`src/rtl/proc_pkg.sv`:
```
// Shared definitions for the 4-bit processor front end.
// Holds the phase state encoding, default widths and the opcode field positions.
package proc_pkg;

   typedef enum logic [1:0] {
      FETCH = 2'd0,
      EXEC  = 2'd1,
      HALT  = 2'd2
   } phase_state_e;

   localparam int          PC_W_DEF         = 12;
   localparam logic [11:0] RESET_VECTOR_DEF = 12'h000;

   localparam int INSTR_HI = 7;
   localparam int INSTR_LO = 4;
   localparam int OPRND_HI = 3;
   localparam int OPRND_LO = 0;

endpackage

```
`src/rtl/program_counter.sv`:
```
// Program counter register with load, increment and hold.
// Arithmetic wraps modulo 2^PC_W.
module program_counter
   import proc_pkg::*;
#(
   parameter int             PC_W         = PC_W_DEF,
   parameter logic [PC_W-1:0] RESET_VECTOR = PC_W'(RESET_VECTOR_DEF)
) (
   input  logic            clk,
   input  logic            rst_n,
   input  logic            inc,
   input  logic            load,
   input  logic [PC_W-1:0] load_val,
   output logic [PC_W-1:0] pc
);

   logic [PC_W-1:0] pc_r;

   // PC register: load has priority over increment, otherwise hold
   always_ff @(posedge clk or negedge rst_n) begin
      if (!rst_n) begin
         pc_r <= RESET_VECTOR;
      end else if (load) begin
         pc_r <= load_val;
      end else if (inc) begin
         pc_r <= pc_r + PC_W'(1);
      end else begin
         pc_r <= pc_r;
      end
   end

   assign pc = pc_r;

endmodule

```
`src/rtl/fetch_sequencer.sv`:
```
// Processor front end: fetch/execute phase FSM, opcode capture and data RAM control.
// The RAM low address byte comes straight from program_byte during EXEC.
module fetch_sequencer
   import proc_pkg::*;
#(
   parameter int             PC_W         = PC_W_DEF,
   parameter logic [PC_W-1:0] RESET_VECTOR = PC_W'(RESET_VECTOR_DEF)
) (
   input  logic            clk,
   input  logic            rst_n,
   input  logic            run,
   input  logic [7:0]      program_byte,
   output logic [PC_W-1:0] pc_addr,
   output logic [3:0]      instr,
   output logic [3:0]      oprnd,
   output logic            phase,
   input  logic            mem_rd,
   input  logic            mem_wr,
   input  logic            load_pc,
   input  logic [PC_W-1:0] jump_addr,
   input  logic            halt_req,
   output logic            chips,
   output logic            enableRW,
   output logic            halted,
   output logic            illegal
);

   phase_state_e    state_r;
   phase_state_e    state_n_s;
   logic [7:0]      fetch_r;
   logic            illegal_r;
   logic            pc_inc_s;
   logic            pc_load_s;
   logic            fetch_en_s;
   logic            in_exec_s;
   logic [PC_W-1:0] pc_s;

   program_counter #(
      .PC_W         (PC_W),
      .RESET_VECTOR (RESET_VECTOR)
   ) u_pc (
      .clk      (clk),
      .rst_n    (rst_n),
      .inc      (pc_inc_s),
      .load     (pc_load_s),
      .load_val (jump_addr),
      .pc       (pc_s)
   );

   // Next-state and PC control; halt_req beats load_pc beats increment
   always_comb begin
      state_n_s  = state_r;
      pc_inc_s   = 1'b0;
      pc_load_s  = 1'b0;
      fetch_en_s = 1'b0;
      if (run) begin
         case (state_r)
            FETCH: begin
               fetch_en_s = 1'b1;
               pc_inc_s   = 1'b1;
               state_n_s  = EXEC;
            end
            EXEC: begin
               if (halt_req) begin
                  state_n_s = HALT;
               end else if (load_pc) begin
                  pc_load_s = 1'b1;
                  state_n_s = FETCH;
               end else begin
                  pc_inc_s  = 1'b1;
                  state_n_s = FETCH;
               end
            end
            HALT: begin
               state_n_s = HALT;
            end
            default: begin
               state_n_s = FETCH;
            end
         endcase
      end else begin
         state_n_s = state_r;
      end
   end

   // Phase state and fetch register
   always_ff @(posedge clk or negedge rst_n) begin
      if (!rst_n) begin
         state_r <= FETCH;
         fetch_r <= 8'h00;
      end else begin
         state_r <= state_n_s;
         if (fetch_en_s) begin
            fetch_r <= program_byte;
         end else begin
            fetch_r <= fetch_r;
         end
      end
   end

   // Conflict flag: one-cycle pulse after a simultaneous read and write request
   always_ff @(posedge clk or negedge rst_n) begin
      if (!rst_n) begin
         illegal_r <= 1'b0;
      end else begin
         illegal_r <= run & in_exec_s & mem_rd & mem_wr;
      end
   end

   assign in_exec_s = (state_r == EXEC);

   // Only these two outputs see the decoder requests combinationally
   assign chips    = run & in_exec_s & (mem_rd ^ mem_wr);
   assign enableRW = run & in_exec_s & mem_wr & ~mem_rd;

   assign pc_addr = pc_s;
   assign instr   = fetch_r[INSTR_HI:INSTR_LO];
   assign oprnd   = fetch_r[OPRND_HI:OPRND_LO];
   assign phase   = in_exec_s;
   assign halted  = (state_r == HALT);
   assign illegal = illegal_r;

endmodule

```
`config.mk`:
```
export PLATFORM = sky130hd
export DESIGN_NAME = fetch_sequencer
export DESIGN_NICKNAME = d
export VERILOG_FILES = /design/src/rtl/proc_pkg.sv /design/src/rtl/program_counter.sv /design/src/rtl/fetch_sequencer.sv
export SDC_FILE = /design/constraint.sdc
export NUM_CORES = 1
export LEC_CHECK = 0
export ABC_CLOCK_PERIOD_IN_PS = 2600
export CAP_MARGIN = 25
export CORE_UTILIZATION = 44
export CTS_CLUSTER_SIZE = 28
export DETAILED_ROUTE_END_ITERATION = 10
export PLACE_DENSITY = 0.86
export REMOVE_ABC_BUFFERS = 1
export SYNTH_ARGS = -nofsm -noshare
export SYNTH_HDL_FRONTEND = slang
export SYNTH_HIERARCHICAL = 1
export SYNTH_SLANG_ARGS = --single-unit
export TNS_END_PERCENT = 50
```
`constraint.sdc`:
```
create_clock -name clk -period 2.6 [get_ports clk]
set_input_delay 0.39 -clock clk [delete_from_list [all_inputs] [get_ports clk]]
set_output_delay 0.39 -clock clk [all_outputs]
set_load 0.005 [all_outputs]
```
==> results of run 1 <==
[cells in the final DEF, fill, tap and decap left out]
cell type         n
ha_1              1
o21a_1            1
nand4_1           4
o311a_2           1
a21bo_2           1
clkbuf_4          3
a221o_1           1
nor3b_1           2
nor2b_1           1
nor3b_4           1
o21ai_0           6
o31ai_1           4
or4_1             6
a31oi_1           4
a21o_2            1
o211ai_1          2
nand3_1           6
xor2_1            3
nand4_4           1
and2b_1           1
buf_4             3
inv_1             3
clkdlybuf4s50_1  51
mux2i_1           1
nor2_1            6
nor3_1            2
mux2_2            8
nand3b_1          1
xnor2_1           2
dfrtp_1          23
nand2_1           9
clkinv_2          1
and4_2            1
[power by group through the flow]
stage	registers (µW)	clock network (µW)	logic [µW]
floorplan	722	0	317
global placement	730	0	769
detailed placement	741	0	785
CTS	737	169	790
global route	770	182	857
finish	739	160	782
[per-stage QoR]
stage	instance area, µm²	util, %
floorplan	1140	-
global placement	1710	68.6
detailed placement	1710	68.6
CTS	1740	69.7
global route	1740	69.7
finish	1740	69.7
[layout make-up]
cell class,instances,share of cell area [%]
flip-flops and latches,23,33.0
multi-input cells,77,32.0
repair buffers,54,30.6
well taps,30,2.16
clock buffers,3,1.29
inverters,3,0.647
clock inverters,1,0.287
[logic make-up (layout without fill, tap and decap cells)]
logic type | count (synthesis) | count (layout) | synth area share (%)
adders and majority gates | 1 | 1 | 1.07
muxes | 9 | 9 | 8.57
xor gates and xnor gates | 5 | 5 | 3.75
DFF | 23 | 23 | 49.3
AOI/OAI and AO/OA | 21 | 21 | 12.6
and+or+nand+nor | 41 | 41 | 21.7
buffers and inverters | 8 | 61 | 3.00
[registers in the layout, summed over array words and instances (netlist names)]
| name | cells |
|---|---|
| illegal | 1 |
| state_r | 2 |
| u_pc/pc | 12 |
| fetch_r | 8 |
[metal layers]
metal | wire [µm] | vias to the layer above
met5 | 0 | -
met3 | 170 | 4
met1 | 1130 | 501
met2 | 1310 | 51
li1 | - | 507
met4 | 23 | 0
[path summary, 6_finish.rpt]
check / from / to / slack (ns)
worst max-delay path: run / enableRW / 0.34
worst min-delay path: rst_n / u_pc/pc[6]$_DFFE_PN0P_ / 0.42
worst max register to register: state_r[0]$_DFFE_PN0P_ / u_pc/pc[8]$_DFFE_PN0P_ / 0.69
worst min register to register: fetch_r[6]$_DFFE_PN0P_ / fetch_r[6]$_DFFE_PN0P_ / 0.52
max in group asynchronous: rst_n / u_pc/pc[1]$_DFFE_PN0P_ / 1.95
min in group clk: fetch_r[6]$_DFFE_PN0P_ / fetch_r[6]$_DFFE_PN0P_ / 0.52
[worst max-delay path: cells and delay by family]
family	cells	cell delay, ns
AND/OR/NAND/NOR	2	0.38
buffers and inverters	2	1.09
==> summary.md, run 1 <==
The initialized floorplan defines 18 standard-cell rows. Fraction of layout cells with a size suffix above 1: 13.0%. The vertical extent of the die was 53.5 µm; the number of nets still failing antenna checks after routing was 0.

The placeable core region came out at 2500 µm². Setup repair after global routing left no endpoint under its margin. The number of vias per cell after detailed routing was 5.57; the maximum single-stage delay on the critical path was 0.55 ns.

Global routing consumed, on the met1 layer, 25.5% of the routing resources. The setup slack of the critical path after layout was 0.339 ns; the share of total power consumed by net switching was 33.9%. The starting density of the core is 46.7%.

On the final layout, the worst hold slack is 0.423 ns. In this run, placement finished with an instance count of 187. For the weighted congestion at the end of routability-driven global placement, the log shows 0.845.

The number of antenna diodes in the final layout is 0. The run gives 108 as the number of instances in the synthesized netlist. The count of unique library cells instantiated by Yosys came out at 32. IR analysis of the VDD net gives a maximum drop of 712 µV.

The arrival time reported for the critical path endpoint was 1.87 ns; the detailed-placement wirelength estimate was 2030 µm. The total number of vias was 1063. The worst endpoint required time came out at 2.21 ns. The relative area change from synthesis to final layout is 49.2%, and the worst-skew pair later-pin latency is 0.31 ns. Summed over all layers, the routed wires come to 2640 µm. Of the total power, combinational logic draws 46.5%. The tools report the post-layout total power as 1680 µW. The number of cells in the finished layout apart from fillers is 191. The register area share after synthesis came out at 49.3%. Across the whole layout, storage elements account for 576 µm². The signal on the critical path passes through clkdlybuf4s50_1 -> nand3b_1 -> nor3b_1 -> clkdlybuf4s50_1. Kind of critical path: primary input to output pin. The tools report the root buffer cell as clkbuf_4. The shortest clock period the worst path allows after layout works out to 2.26 ns.

Based on the critical path, the design can be clocked at up to 0.442 GHz. Of the available clock period, the critical path in the final layout requires 87.0%. At the pin with the least slew margin, the transition time is 0.474 ns. Buffers inserted to repair hold after CTS numbered 0. The number of gates resized after CTS is 0, and the post-route clock skew is 0.00772 ns. The worst min-delay path class was primary input to asynchronous set/reset pin. The mapped cell area is 1170 µm².

Summed over all nets, the switching power comes to 569 µW. Sequential cells burn 44.0% of the power. The logs give 0 for the aggregate global routing overflow and 21.4% for the overall track demand over capacity in global routing. For the total DRC errors in the routed layout, the log shows 0.

The run gives 0 as the initial antenna violation count. Post-synthesis async set-or-reset flop share: 100%. Setup violations remaining at the end of the flow were counted as 0. For the met3 track demand over resource in global routing, the log shows 3.45%.

Counting flops and latches in the post-synthesis netlist gives 23. The most used routing layer in global routing was met2. Top cell type by total area after synthesis: dfrtp_1.

The most used flip-flop cell after synthesis is dfrtp_1. The count of final max-slew check failures is 0. Yosys instantiated no cell more often than dfrtp_1. OpenSTA, run right after detailed placement, puts the worst setup slack at 0.263 ns. In this run the tightest slew margin relative to its limit is 68.3%. STA classifies the critical path endpoint as an output pin. The run gives 24 as the iteration-0 DRC count of the detailed router. The startpoint kind of the worst setup timing path was a primary input. For the area of the multi-input gates, the log shows 557 µm². Counting cells, the worst reg-to-reg path comes to 6.

The mean cell area of the mapped netlist was 10.8 µm²; the routed wirelength normalized by instance count was 13.8 µm. Die width: 53.5 µm. The area enclosed by the die boundary was 2860 µm²; the clock transition at the register clock pins on the worst setup and hold paths after CTS was 0.12 ns. Among the stages of the critical path, the cell type that occurs most often is clkdlybuf4s50_1.

The net count of the finished layout is 190. The Yosys warning count was 6. TritonCTS built the clock tree. The number of top-level pins was 52.

The number of buffers added for setup after CTS is 0, and the clock sink count is 23. The tools report the clock tree buffer depth as 2. The analysis attributes to cell leakage a power of 0.000669 µW.

The run gives 0 as the final-report hold violation count. The run gives 201 as the final-layout fill cell count. The logs give 1035 for the number of global-route vias before repair and 4 for the number of detailed-routing iterations run before antenna repair. In the post-synthesis netlist, the biggest area contributors are dfrtp_1, mux2_2, or4_1, nand2_1, nand3_1. Fraction of post-synthesis cell area in the top cell type by area: 49.3%.

Entering global routing, the biggest net connects 24 pins. The slowest stage of the critical path belongs to the cell clkdlybuf4s50_1. The clock network burns 9.5% of the power.

The flow ran to the end, and the final reports show no timing, DRC or antenna violations. During placement, the flow inserted port buffers numbering 51. The first global-routing pass estimated 4330 µm of wire.

Buffers inserted during clock tree synthesis total 3. In this run, synthesis inferred 0 flip-flops with an integrated enable. The internal power of the cells totals 1110 µW.

The logs give 38.8% for the met2 global-route usage and 0 for the max-capacitance violation count. The number of H-tree levels is 1. The commonest cells after synthesis are dfrtp_1, nand2_1, mux2_2. Top fanout value on the critical path: 6. The cell area power density is 965 nW/µm². The post-route setup TNS is 0 ns.
Note: power is estimated with default switching activity, not from simulation.
==> run 2: changes to the inputs <==
Settings changed: PLACE_DENSITY 0.86 to 0.84.
==> run 2 against run 1 <==
Utilization unchanged. First-iteration DRC count is 8.3% lower. Sequential power barely moved. Flip-flop and latch count is the same. Hold slack worse by 0.0076 ns. Final cell count stayed put. Largest cell class unchanged. Cell area stayed put.
==> summary.md, run 2 (same netlist as run 1, synthesis figures left out) <==
The placeable core region was 2500 µm²; the area enclosed by the die boundary was 2860 µm². The worst hold path belongs to the class primary input to asynchronous set/reset pin. The worst-case vdd ir drop came out at 563 µV.

Setup violations remaining at the end of the flow were counted as 0. The worst setup path is captured at an output pin. On the worst path, the slowest cell contributes a delay of 0.57 ns. For this design, the sink count on the clock tree is 23. The run gives 190 as the net total in the final layout.

The leading cell type in the layout, fill and taps excluded is clkdlybuf4s50_1. The most numerous cell type found on the critical path is clkdlybuf4s50_1. The number of port buffers came out at 51. In this run, the number of DRC markers left after iteration 0 of detailed routing was 22. The final critical path takes up 87.9% of the cycle. The worst setup path is launched from a primary input. Summed over all cells, the static leakage comes to 0.000669 µW.

The cell sitting at the root of the clock tree is a clkbuf_4. The number of nets still failing antenna checks after routing is 0. The max-capacitance violation count was 0. Entering global routing, the biggest net connects 24 pins. The normalized max-slew margin is 68.1%. The design internal power is 1110 µW, and the shortest clock period the worst path allows after layout is 2.29 ns. The number of hold buffers added after CTS was 0.

The share of total power consumed by net switching is 34.3%. Top fanout value on the critical path: 6. The total number of vias is 1060. The first TritonRoute pass finished after 4 iterations. Summed over all layers, the global routing overflow is 0. Cell type of the slowest stage on the worst timing path: clkdlybuf4s50_1. Once detailed placement completed, the half-perimeter wirelength came to 2090 µm. The total wirelength of the detailed-routed design came out at 2750 µm. The tools report the arrival time reported for the critical path endpoint as 1.90 ns.

The longest clock path from root to sink contains 2 buffers. Measured along the x axis, the die boundary spans 53.5 µm. The final instance area is 1740 µm². The run gives 0 as the initial antenna violation count. After detailed routing, the number of vias per cell comes to 5.55. The number of H-tree levels was 1; the share of power burned in the clock network was 9.6%. The total DRC errors in the routed layout was 0. The signal on the critical path passes through clkdlybuf4s50_1 -> nand3b_1 -> nor3b_1 -> clkdlybuf4s50_1. For the global-route wire length before repair, the log shows 4440 µm. Power spread over the standard cell area amounts to 971 nW/µm². Clock skew on the completed layout was measured at 0.00732 ns. Setup repair after global routing left no endpoint under its margin.

The run gives 0 ns as the post-route setup TNS. Number of buffers added for setup after CTS: 0. TritonCTS built the clock tree. The net switching power figure was 580 µW; the placed standard-cell area was 1710 µm². The tools report the worst endpoint required time as 2.21 ns. The number of gates resized after CTS came out at 0. The floorplan step set the die height to 53.5 µm. The starting density of the core is 46.7%, and the clock buffer count from CTS is 3. 52 I/O pins were placed. The final-report hold violation count is 0, and the worst-skew pair later-pin latency is 0.31 ns. The filler cells instantiated in the layout total 196.

In the final routed layout, each cell accounts on average for 14.4 µm. The number of antenna diodes in the final layout is 0. Leaving out fill and tap cells, the most frequent cells in the layout are clkdlybuf4s50_1, dfrtp_1, nand2_1, mux2_2. The number of global-route vias before repair is 1022, and the part of the power in registers is 43.8%. The register with the most flip-flops in the layout has 12 of them. The count of final max-slew check failures is 0. The run finished with clean final reports.

Combinational logic burns 46.6% of the power. Based on the critical path, the design can be clocked at up to 0.437 GHz. The placement row count came out at 18.

For the pin with the worst max-slew slack, the measured transition is 0.477 ns. Clock-pin slew was measured on the worst setup and hold paths at 0.13 ns. In the final layout, the share of cells above drive strength 1 is 13.0%. The setup path with the least slack is of type primary input to output pin. The relative area change from synthesis to final layout is 49.2%, and the weighted congestion at the end of routability-driven global placement is 0.821.

The tools report the overall track demand over capacity in global routing as 21.6%.
==> run 2: area by class of cell <==
| class | count | area, µm² | area share [%] |
|---|---|---|---|
| repair buffers | 54 | 533 | 30.6 |
| clock buffers | 3 | 22.5 | 1.29 |
| flip-flops and latches | 23 | 576 | 33.0 |
| well taps | 30 | 37.5 | 2.16 |
| clock inverters | 1 | 5.00 | 0.287 |
| multi-input cells | 77 | 557 | 32.0 |
| inverters | 3 | 11.3 | 0.647 |
==> run 2: worst paths after layout <==
check	start	slack (ns)	to	depth (start not counted)
hold reg to reg	fetch_r[0]$_DFFE_PN0P_	0.52	fetch_r[0]$_DFFE_PN0P_	1
min in group clk	fetch_r[0]$_DFFE_PN0P_	0.52	fetch_r[0]$_DFFE_PN0P_	1
max in group asynchronous	rst_n	1.96	u_pc/pc[0]$_DFFE_PN0P_	2
setup / recovery	run	0.31	enableRW	4
setup reg to reg	state_r[0]$_DFFE_PN0P_	0.69	u_pc/pc[8]$_DFFE_PN0P_	6
hold / removal	rst_n	0.42	fetch_r[4]$_DFFE_PN0P_	2
==> run 2: power groups by stage <==
stage	logic [µW]	registers [µW]	clock network, µW
2_1_floorplan	317	722	0
3_3_place_gp	770	731	0
3_5_place_dp	792	748	0
4_1_cts	795	742	171
5_1_grt	867	774	185
6_report	788	742	162
==> run 2: critical path: cells and delay by family <==
kind                   cells  cell delay, ns
and+or+nand+nor            2            0.40
buffers and inverters      2            1.10
==> run 2: per-stage QoR <==
stage	hold slack, ns	power [µW]	utilization (%)	worst slack [ns]	instances
global route	0.423	1830	69.7	0.265	191
finish	0.416	1690	69.7	0.314	191
CTS	0.419	1710	69.7	0.318	191
detailed placement	0.495	1540	68.6	0.230	187
floorplan	0.0944	1040	-	0.0946	103
global placement	0.487	1500	68.6	0.302	187
==> run 2: routing by layer <==
layer  share of wire (%)  track usage [%]  up-vias  wire length, µm
li1                    -                -      509                -
met5                   0                0        -                0
met2                  51             37.3       48             1410
met3                 5.6             4.02        4              153
met1                  42             26.1      499             1160
met4                0.98             8.77        0               27
==> run 3: changes to the inputs <==
Settings changed: CORE_ASPECT_RATIO set to 0.6, CORE_UTILIZATION 44 to 29, PLACE_DENSITY 0.84 to unset.
==> run 3 against run 2 <==
The run now ends with design-rule violations left. Final cell count up 10%. Largest cell class unchanged. Clock-buffer cell count stayed put. Non-clock buffer count increased by 3. Largest power group unchanged. Wire length rose by 4.0%.
==> summary.md, run 3 (same netlist as run 1, synthesis figures left out) <==
The run finished, with violations left. The final reports fail on design-rule violations. The die width was 83.9 µm; the net total in the final layout was 193. The clock passes through at most 2 buffers.

The cell area power density is 971 nW/µm². The tools report the total number of vias as 1044. The critical path goes through clkdlybuf4s50_1 -> nand3b_1 -> nor3b_1 -> clkdlybuf4s50_1.

In this run the worst hold path is classified as primary input to asynchronous set/reset pin. Global routing used 13.9% of the available tracks. The number of global-route vias before repair is 965, and the iteration-0 DRC count of the detailed router is 64. For the initial antenna violation count, the log shows 0.

After detailed routing, the number of remaining DRC violations is 9. Once layout is complete, the utilization of the core stands at 47.9%. The weighted congestion at the end of routability-driven global placement is 0.848.

The fraction of layout cells with a size suffix above 1 is 14.6%, and the detailed-placement wirelength estimate is 2250 µm. Compared with the post-synthesis result, the final layout area differs by 54.6%. For the pin with the worst max-slew slack, the measured transition is 0.535 ns. 0 antenna diodes ended up in the layout. Buffers added to address setup during post-CTS repair amount to 0. The number of detailed-routing iterations run before antenna repair was 7; the final critical-path share of the clock period was 88.1%.

The first global-routing pass estimated 4680 µm of wire. Power comes to 1750 µW. 52 I/O pins were placed. The number of clock buffers added by TritonCTS is 3.

The count of final max-slew check failures is 0. The minimum setup slack among reg-to-reg paths came out at 0.65 ns. The worst setup path is launched from a primary input.

Port buffering added 51 buffers. On the final layout, the worst clock skew is 0.00273 ns. The detail route stage leaves a number of antenna-violating nets equal to 0.

Dividing the detail-routed via count by the number of cells gives 4.95. The maximum single-stage delay on the critical path is 0.56 ns, and the starting density of the core is 31.0%. The worst-case IR drop observed on VDD is 448 µV. The tree built by TritonCTS fans out to 23 sinks.

Summed over all cells, the static leakage comes to 0.000690 µW. The number of H-tree levels was 1; the routed wirelength normalized by instance count was 13.5 µm. Measured against its own limit, the worst slew margin works out to 64.3%. The root buffer cell chosen for the clock tree is clkbuf_8. The leading cell type in the layout, fill and taps excluded was clkdlybuf4s50_1. The logs give 1760 µm² for the placed standard-cell area and 0 for the number of hold-repair buffers added at the cts stage. For this run the aggregate overflow at the end of global routing stands at 0.

After clock tree synthesis, the clock-pin slew on the worst setup and hold paths is 0.08 ns. The slowest stage of the critical path is the clkdlybuf4s50_1 cell. The shortest clock period the worst path allows after layout is 2.29 ns, and the top fanout value on the critical path is 6. The worst-skew pair later-pin latency was 0.26 ns. Most common cell type on the critical path: clkdlybuf4s50_1. Setup repair after global routing left no endpoint under its margin. STA classifies the critical path endpoint as an output pin. The library cells used most frequently in the layout, excluding fill and tap cells, are clkdlybuf4s50_1, dfrtp_1, nand2_1, mux2_2. The kind of critical path was primary input to output pin. The final-report setup violation count is 0. Entering global routing, the biggest net connects 24 pins.

Max-capacitance violation count: 0. STA puts the critical path data arrival time at 1.90 ns. The tools report the area enclosed by the die boundary as 4290 µm².

In this run the vertical extent of the chip is 51.1 µm. The final instance area was 1800 µm²; the flip-flop count of the largest register, all copies and words added was 12. The post-route setup TNS was 0 ns; the placement row count was 17. Final hold analysis gives a worst-case slack of 0.476 ns. For the number of gates resized after CTS, the log shows 0. Based on the critical path, the design can be clocked at up to 0.437 GHz. The total wirelength of the detailed-routed design is 2860 µm. For the worst setup path, the data required time is 2.21 ns. The core region is 3760 µm². TritonCTS built the clock tree.

The final-report hold violation count is 0.
run 3: changes by cell type in the layout (fill, tap and decap cells not counted), sizes merged:
cell and change:
buf +3
run 3: final timing paths:
check | from | end | cells past startpoint
min in group clk | fetch_r[4]$_DFFE_PN0P_ | fetch_r[4]$_DFFE_PN0P_ | 1
max in group asynchronous | rst_n | u_pc/pc[3]$_DFFE_PN0P_ | 2
min | rst_n | fetch_r[0]$_DFFE_PN0P_ | 2
max | run | enableRW | 4
min reg2reg | fetch_r[4]$_DFFE_PN0P_ | fetch_r[4]$_DFFE_PN0P_ | 1
max reg2reg | state_r[1]$_DFFE_PN0P_ | u_pc/pc[8]$_DFFE_PN0P_ | 5
run 3: per-layer routing:
layer	track usage [%]	up-vias	part of all wire, %
met5	0	-	0
met4	1.15	0	0
met3	5.33	0	7.2
met2	22.7	38	45
met1	18.3	490	48
li1	-	516	-
run 3: area by class of cell:
class / instances / area, µm²
tap: 47 / 58.8
sequential: 23 / 576
fill: 351 / 1960
inverter: 3 / 11.3
clock buffer: 3 / 41.3
multi-input combinational: 77 / 557
timing repair buffer: 57 / 556
clock inverter: 1 / 5.00
run 3: report_power, final:
part,internal (µW),total (µW),switching [µW]
Sequential,530,736,207
Combinational,533,796,263
Clock,107,219,112
Total,1170,1750,582
run 3: through the flow:
step	setup WS [ns]	cells
after detailed placement	0.221	207
after global routing	0.179	211
after CTS	0.278	211
after global placement	0.259	207
after floorplan	0.0946	103
final	0.310	211
run 3: worst max-delay path, delay by kind of cell:
family | cells | cell delay (ns)
AND/OR/NAND/NOR | 2 | 0.40
buffers and inverters | 2 | 1.10
